`src/rtl/BwaMemDefines.sv`:
```
// Shared types for the MEM seeding scheduler: FSM state encoding,
// reseed candidate layout and default position / interval widths.
package BwaMemDefines;

  localparam int unsigned DEF_POS_W = 9;
  localparam int unsigned DEF_KLS_W = 40;

  typedef enum logic [2:0] {
    S_IDLE,
    S_SEED,
    S_SETTLE,
    S_CHK,
    S_RESEED,
    S_FLUSH,
    S_WFIL
  } SchedState;

  // Candidate as carried on rsc_tdata: i occupies the LSBs.
  typedef struct packed {
    logic [DEF_KLS_W-1:0] s;
    logic [DEF_POS_W-1:0] j;
    logic [DEF_POS_W-1:0] i;
  } ReseedCand;

endpackage

```
`src/rtl/mem_sched_fifo.sv`:
```
// First-word fall-through FIFO holding reseed candidates; a push into a
// full FIFO is accepted when a pop happens in the same cycle.
module mem_sched_fifo #(
  parameter int unsigned DW = 8,
  parameter int unsigned AW = 2
) (
  input  logic          clk,
  input  logic          rst_n,
  input  logic          clr_i,
  input  logic          push_i,
  input  logic [DW-1:0] din_i,
  output logic          ready_o,
  input  logic          pop_i,
  output logic [DW-1:0] dout_o,
  output logic [AW:0]   count_o
);

  localparam int unsigned DEPTH = 1 << AW;
  localparam logic [AW:0] FULL_CNT = DEPTH[AW:0];

  logic [DW-1:0] mem_q [DEPTH];
  logic [AW-1:0] wptr_q, rptr_q;
  logic [AW:0]   cnt_q;
  logic          full, empty, wr_en, rd_en;

  assign full    = (cnt_q == FULL_CNT);
  assign empty   = (cnt_q == '0);
  assign rd_en   = pop_i && !empty;
  assign ready_o = !full || rd_en;
  assign wr_en   = push_i && ready_o;
  assign dout_o  = mem_q[rptr_q];
  assign count_o = cnt_q;

  always_ff @(posedge clk or negedge rst_n) begin
    if (!rst_n) begin
      wptr_q <= '0;
      rptr_q <= '0;
      cnt_q  <= '0;
    end else if (clr_i) begin
      wptr_q <= '0;
      rptr_q <= '0;
      cnt_q  <= '0;
    end else begin
      if (wr_en) wptr_q <= wptr_q + AW'(1);
      if (rd_en) rptr_q <= rptr_q + AW'(1);
      case ({wr_en, rd_en})
        2'b10:   cnt_q <= cnt_q + (AW+1)'(1);
        2'b01:   cnt_q <= cnt_q - (AW+1)'(1);
        default: cnt_q <= cnt_q;
      endcase
    end
  end

  always_ff @(posedge clk) begin
    if (wr_en) mem_q[wptr_q] <= din_i;
  end

endmodule

```
`src/rtl/mem_seed_sched.sv`:
```
// Read-to-MEM scheduler: seeds across one read, queues reseed candidates,
// then runs the capped reseed pass. Optional stats via MEM_SEED_SCHED_STATS_EN.
module mem_seed_sched
  import BwaMemDefines::*;
#(
  parameter int unsigned MAX_READ_LEN = 250,
  parameter int unsigned POS_W        = DEF_POS_W,
  parameter int unsigned KLS_W        = DEF_KLS_W,
  parameter int unsigned RSQ_AW       = 5,
  parameter int unsigned MAX_RESEED   = 16,
  parameter int unsigned SETTLE_CYC   = 2
) (
  input  logic                     clk,
  input  logic                     reset_n,
  input  logic                     start,
  input  logic [POS_W-1:0]         read_len,
  output logic                     finish,
  output logic                     busy,
  output logic                     sk_start,
  output logic [POS_W-1:0]         sk_pos,
  output logic [KLS_W-1:0]         sk_min_intv,
  output logic                     sk_min_intv_valid,
  input  logic                     sk_finish,
  input  logic [POS_W-1:0]         sk_nxt_pos,
  output logic                     rs_bypass,
  input  logic [2*POS_W+KLS_W-1:0] rsc_tdata,
  input  logic                     rsc_tvalid,
  output logic                     rsc_tready,
  output logic                     fil_start,
  output logic                     fil_stop,
  input  logic                     fil_finish,
  output logic                     rsq_overflow
`ifdef MEM_SEED_SCHED_STATS_EN
  ,
  output logic [15:0]              stat_seeks,
  output logic [7:0]               stat_reseeds,
  output logic [RSQ_AW:0]          stat_maxq
`endif
);

  localparam int unsigned CNT_W = $clog2(MAX_RESEED + 2);
  localparam int unsigned DW    = 2*POS_W + KLS_W;

  SchedState        state_q;
  logic [POS_W-1:0] glen_q, sk_pos_q;
  logic [KLS_W-1:0] min_intv_q;
  logic             sk_start_q, mv_q, fil_start_q, fil_stop_q, finish_q, ovf_q;
  logic [CNT_W-1:0] rcnt_q;
  logic [3:0]       settle_q;

  logic [DW-1:0]    q_dout;
  logic [RSQ_AW:0]  q_count;
  logic             q_empty, q_clr, pop_d, cap_ok, start_ok, seek_more;
  logic [POS_W-1:0] c_i, c_j;
  logic [KLS_W-1:0] c_s;
  logic [POS_W:0]   mid_sum;

  assign c_i     = q_dout[POS_W-1:0];
  assign c_j     = q_dout[2*POS_W-1:POS_W];
  assign c_s     = q_dout[DW-1:2*POS_W];
  assign mid_sum = {1'b0, c_i} + {1'b0, c_j} + (POS_W+1)'(1);

  assign q_empty   = (q_count == '0);
  assign cap_ok    = (rcnt_q < CNT_W'(MAX_RESEED));
  assign pop_d     = !q_empty && (((state_q == S_CHK) && cap_ok) || (state_q == S_FLUSH));
  assign q_clr     = (state_q == S_WFIL) && fil_finish;
  assign start_ok  = (state_q == S_IDLE) && start && (read_len <= POS_W'(MAX_READ_LEN));
  assign seek_more = (state_q == S_SEED) && sk_finish && (sk_nxt_pos < glen_q);

  mem_sched_fifo #(.DW(DW), .AW(RSQ_AW)) u_rsq (
    .clk     (clk),
    .rst_n   (reset_n),
    .clr_i   (q_clr),
    .push_i  (rsc_tvalid),
    .din_i   (rsc_tdata),
    .ready_o (rsc_tready),
    .pop_i   (pop_d),
    .dout_o  (q_dout),
    .count_o (q_count)
  );

  always_ff @(posedge clk or negedge reset_n) begin
    if (!reset_n) begin
      state_q     <= S_IDLE;
      glen_q      <= '0;
      sk_pos_q    <= '0;
      min_intv_q  <= '0;
      sk_start_q  <= 1'b0;
      mv_q        <= 1'b0;
      fil_start_q <= 1'b0;
      fil_stop_q  <= 1'b0;
      finish_q    <= 1'b0;
      ovf_q       <= 1'b0;
      rcnt_q      <= '0;
      settle_q    <= '0;
    end else begin
      sk_start_q  <= 1'b0;
      mv_q        <= 1'b0;
      fil_start_q <= 1'b0;
      fil_stop_q  <= 1'b0;
      finish_q    <= 1'b0;
      case (state_q)
        S_IDLE: if (start_ok) begin
          glen_q      <= read_len + POS_W'(2);
          sk_pos_q    <= POS_W'(1);
          min_intv_q  <= '0;
          fil_start_q <= 1'b1;
          ovf_q       <= 1'b0;
          rcnt_q      <= '0;
          settle_q    <= '0;
          if (read_len == '0) begin
            state_q <= S_SETTLE;
          end else begin
            state_q    <= S_SEED;
            sk_start_q <= 1'b1;
            mv_q       <= 1'b1;
          end
        end
        S_SEED: if (seek_more) begin
          sk_pos_q   <= sk_nxt_pos;
          sk_start_q <= 1'b1;
          mv_q       <= 1'b1;
        end else if (sk_finish) begin
          state_q  <= S_SETTLE;
          settle_q <= '0;
        end
        S_SETTLE: begin
          if (settle_q == 4'(SETTLE_CYC - 1)) state_q <= S_CHK;
          else                                settle_q <= settle_q + 4'd1;
        end
        S_CHK: begin
          if (q_empty) begin
            fil_stop_q <= 1'b1;
            state_q    <= S_WFIL;
          end else if (cap_ok) begin
            // Midpoint of the candidate span, rounded up, without overflow.
            sk_pos_q   <= mid_sum[POS_W:1];
            min_intv_q <= c_s;
            sk_start_q <= 1'b1;
            mv_q       <= 1'b1;
            rcnt_q     <= rcnt_q + CNT_W'(1);
            state_q    <= S_RESEED;
          end else begin
            state_q <= S_FLUSH;
          end
        end
        S_RESEED: if (sk_finish) state_q <= S_CHK;
        S_FLUSH: begin
          if (q_empty) begin
            fil_stop_q <= 1'b1;
            state_q    <= S_WFIL;
          end else begin
            ovf_q <= 1'b1;
          end
        end
        S_WFIL: if (fil_finish) begin
          finish_q <= 1'b1;
          state_q  <= S_IDLE;
        end
        default: state_q <= S_IDLE;
      endcase
    end
  end

  assign finish            = finish_q;
  assign busy              = (state_q != S_IDLE);
  assign sk_start          = sk_start_q;
  assign sk_pos            = sk_pos_q;
  assign sk_min_intv       = min_intv_q;
  assign sk_min_intv_valid = mv_q;
  assign rs_bypass         = (state_q != S_SEED);
  assign fil_start         = fil_start_q;
  assign fil_stop          = fil_stop_q;
  assign rsq_overflow      = ovf_q;

`ifdef MEM_SEED_SCHED_STATS_EN
  logic [15:0]     seeks_q;
  logic [7:0]      reseeds_q;
  logic [RSQ_AW:0] maxq_q;
  logic            reseed_ev;

  assign reseed_ev = (state_q == S_CHK) && pop_d;

  // Updates only while busy, so the values hold from finish to next start.
  always_ff @(posedge clk or negedge reset_n) begin
    if (!reset_n) begin
      seeks_q   <= '0;
      reseeds_q <= '0;
      maxq_q    <= '0;
    end else if (start_ok) begin
      seeks_q   <= (read_len != '0) ? 16'd1 : 16'd0;
      reseeds_q <= '0;
      maxq_q    <= '0;
    end else if (state_q != S_IDLE) begin
      if ((seek_more || reseed_ev) && (seeks_q != '1)) seeks_q <= seeks_q + 16'd1;
      if (reseed_ev && (reseeds_q != '1))              reseeds_q <= reseeds_q + 8'd1;
      if (q_count > maxq_q)                            maxq_q <= q_count;
    end
  end

  assign stat_seeks   = seeks_q;
  assign stat_reseeds = reseeds_q;
  assign stat_maxq    = maxq_q;
`endif

endmodule

```
`config.mk`:
```
export PLATFORM = sky130hd
export DESIGN_NAME = mem_seed_sched
export DESIGN_NICKNAME = d
export VERILOG_FILES = /design/src/rtl/BwaMemDefines.sv /design/src/rtl/mem_sched_fifo.sv /design/src/rtl/mem_seed_sched.sv
export SDC_FILE = /design/constraint.sdc
export NUM_CORES = 2
export LEC_CHECK = 0
export CAP_MARGIN = 20
export CORE_UTILIZATION = 50
export DETAILED_ROUTE_END_ITERATION = 12
export PLACE_DENSITY_LB_ADDON = 0.08
export SYNTH_ARGS = -nofsm -noshare
export SYNTH_HDL_FRONTEND = slang
export SYNTH_SLANG_ARGS = --single-unit
```
`constraint.sdc`:
```
create_clock -name clk -period 4.4 [get_ports clk]
set_input_delay 1.1 -clock clk [delete_from_list [all_inputs] [get_ports clk]]
set_output_delay 1.1 -clock clk [all_outputs]
set_load 0.1 [all_outputs]
```
==> results.tsv <==
stage	metric	value	unit
route	route.met2.wl	92990	µm
pwr	power_density	626.4	mW/mm²
route	highest_layer	met5	
pwr	finalPower	54140	µW
cts	clk_pin_slew	0.06	ns
job	drv_cap	0	
sta	skew	0.02033	ns
route	ant_nets	0	
route	viasPerCell	6.318	
route	dr.pass1.iters	6	
sta	period_needed	4.158	ns
placed_design	port-buffer-count	139	
synthesis	ys_ff_latch	1947	
route	wl_met1	78830	µm
finish	seqCellArea	0.05803	mm²
route	drc	0	
finish	drive_gt1_frac	0.2890	
route	wl_met3	12500	µm
pwr	leakage	0.02726	µW
synthesis	syn_inst	3231	
global_route	grt_pass1_vias	36938	
sta	maxSlewViolCount	0	
floorplanning	die_area	0.1513	mm²
synthesis	synth_top_area_frac	0.7444	
route	vias	35741	
finish	area_delta_synth_final	15.44	%
sta	rsz0062_at_grt	false	
setup_path	worstPathArrival	4.82	ns
synthesis	yosys_warnings	0	
finish	fill_cells	10491	
synthesis	syn_area	0.07487	mm²
setup_path	path_max_fanout	14	
floorplanning	die_h	389.0	µm
cts	cts_root_buf	clkbuf_16	
floorplanning	core_area	0.1482	mm²
finish	fin_nets	3678	
finish	multi_input_area	0.01628	mm²
global_route	grt-ovfl-total	0	
synthesis	async_flop_share	0.04674	
hold_path	hp-class	primary input to async pin	
route	drt_iter0_drc	3950	
global_route	grt_max_degree	92	
sta	tightest_slew	1.081	ns
cts	cts_tree	built	
global_route	antenna_found_initial	8	
synthesis	synth_cell_types	68	
setup_path	crit_type	flip-flop to flip-flop	
sta	final.setup.worst_slack	0.2425	ns
floorplanning	std_cell_rows	141	
pwr	ir_drop	0.3981	mV
status	status	finished, final reports clean	
synthesis	avgSynthCellArea	23.17	µm²
synthesis	ys_dominant_reg_cell	edfxtp_1	
route	post_drt_wl_per_cell	33.25	µm
cts	cts_htree_levels	4	
cts	post-cts-setup-buffers	0	
finish	diodes	0	
synthesis	yosys-top-cells-area	edfxtp_1 (74%), mux4_2 (17%), dfrtp_1 (3.0%), mux2i_1 (0.59%), o21ai_0 (0.51%)	
cts	clock_sinks	1947	
route	routed_wl	188100	µm
floorplanning	die_w	389.0	µm
floorplanning	start_util	0.5052	
sta	relSlewSlack	0.2770	
synthesis	synth_top_area_cell	edfxtp_1	
floorplanning	io_pins	140	
setup_path	end_kind	flip-flop	
global_route	grt_first_pass_wirelength	267300	µm
synthesis	synth_edf_count	1856	
sta	hold_viol_final	0	
setup_path	required	5.06	ns
cts	cts_buffer_depth	3	
global_route	grt_usage	0.2515	
synthesis	ys_seq_area_frac	0.7748	
placed_design	dp_slack	0.08274	ns
cts	insertion_delay	0.80	ns
sta	setup_viol	0	
cts	cts_made_buffers	193	
placed_design	gp_congestion	0.8605	
sta	fin_crit_sh	0.9449	
placed_design	dp_hpwl	96610	µm
sta	max_freq	0.2405	GHz
synthesis	synth_nets	3345	
setup_path	cp-start-kind	flip-flop	
## cell type report
cell class                      instances  share of cell area
Clock buffer                          255             0.06106
Clock inverter                        103            0.009352
Inverter                               30            0.001404
Multi-Input combinational cell       1088              0.1883
Sequential cell                      1947              0.6714
Tap cell                             1930             0.02794
Timing Repair Buffer                  304             0.04052
## state kept, by name (all words and copies together) (netlist names)
name / flops
u_rsq.mem_q: 1856
sk_min_intv: 40
glen_q: 9
sk_pos: 9
u_rsq.count_o: 6
rcnt_q: 5
u_rsq.rptr_q: 5
u_rsq.wptr_q: 5
settle_q: 4
state_q: 3
fil_start: 1
fil_stop: 1
finish: 1
rsq_overflow: 1
sk_min_intv_valid: 1
## worst paths after layout
kind	end	cells past startpoint	slack [ns]	from
max	sk_pos[8]$_DFFE_PN0P_	15	0.24	u_rsq.rptr_q[0]$_DFFE_PN0P_
min	rcnt_q[1]$_DFFE_PN0P_	1	0.15	reset_n
max reg2reg	sk_pos[8]$_DFFE_PN0P_	15	0.24	u_rsq.rptr_q[0]$_DFFE_PN0P_
min reg2reg	glen_q[1]$_DFFE_PN0P_	2	0.49	glen_q[1]$_DFFE_PN0P_
max in group asynchronous	u_rsq.rptr_q[1]$_DFFE_PN0P_	2	3.44	reset_n
min in group clk	glen_q[1]$_DFFE_PN0P_	2	0.49	glen_q[1]$_DFFE_PN0P_
## synthesized netlist by cell type (5+ instances only)
cell / instances
a22oi_1: 5
mux2i_1: 44
clkbuf_1: 87
nor2_1: 89
buf_1: 26
inv_1: 28
o21ai_1: 6
xor2_1: 10
or3_1: 5
ha_1: 30
mux4_2: 562
a21oi_1: 12
a21o_1: 7
o21ai_0: 76
nor4_1: 6
nor3_1: 22
xnor2_1: 9
nand2b_1: 6
nand2_1: 49
dfrtp_1: 91
nand3_1: 57
mux2_2: 14
buf_2: 48
edfxtp_1: 1856
## report_power, final
part | leakage, µW | total, µW | switching (µW) | internal [µW]
Sequential | 0.0179 | 22100 | 528 | 21600
Clock | 0.00299 | 15800 | 6780 | 9060
Combinational | 0.00639 | 16200 | 8960 | 7250
Total | 0.0273 | 54100 | 16300 | 37900
## logic make-up (layout without fill, tap and decap cells)
family / count (synthesis) / after routing / synth area share
xor+xnor: 19 / 19 / 0.002223
flops: 1947 / 1947 / 0.7748
fa+ha+maj: 32 / 32 / 0.005548
compound gates: 148 / 148 / 0.01207
mux: 620 / 620 / 0.1770
buf+inv: 196 / 692 / 0.01105
simple gates: 269 / 269 / 0.01723
## through the flow
stage	TNS, ns	hold slack, ns	std cells	instance area [µm²]	util
finish	0	0.1545	5657	86430	0.5832
global route	0	0.1277	5657	86430	0.5832
CTS	0	0.4380	5653	86310	0.5824
detailed placement	0	0.4751	5295	80220	0.5414
global placement	0	0.4658	5293	80180	0.5411
floorplan	-1384.97	0.4467	3231	74870	-
## per-layer routing
metal	GRT usage	vias up
li1	-	14414
met1	0.3607	19636
met2	0.4095	1437
met3	0.04177	242
met4	0.05762	12
met5	0	-
## timing repair
| item | CTS | global route |
|---|---|---|
| endpoints found under the setup margin | 0 | 2 |
| hold buffers | 0 | 0 |
| gates resized for setup | 0 | 4 |
## cell usage in the layout, fill, tap and decap left out, types with 5 or more instances in the layout
master           instances
nor4_1                   6
a21o_1                   7
edfxtp_1              1856
clkdlybuf4s50_1        136
nand3_1                 57
mux2_2                  14
mux4_2                 562
clkbuf_8                13
buf_16                   5
clkbuf_1                45
nand2_1                 49
clkinv_2                40
nor3_1                  22
xnor2_1                  9
buf_12                  60
dfrtp_1                 87
inv_1                   28
nor2_1                  57
nand2b_1                 6
clkinvlp_4               6
nor2_4                  32
clkinv_4                 5
o21ai_0                 75
clkinv_1                34
inv_6                    7
o21ai_1                  7
ha_1                    30
buf_4                  100
clkbuf_16              198
bufinv_16               11
xor2_1                  10
a22oi_1                  5
mux2i_1                 44
a21oi_1                 12
## critical path: stages, from the launching register on
cell      delay [ns]
dfrtp_4         0.45
buf_12          0.17
buf_4           0.26
mux4_2          0.53
mux4_2          0.49
mux2i_1         0.16
buf_4           0.15
inv_1           0.05
ha_1            0.28
nand2_1         0.07
a31oi_1         0.04
a31oi_1         0.40
o21ai_1         0.21
and2_1          0.26
o41ai_1         0.33
o211ai_1        0.15
No activity file was read; power rests on OpenSTA's default activity.
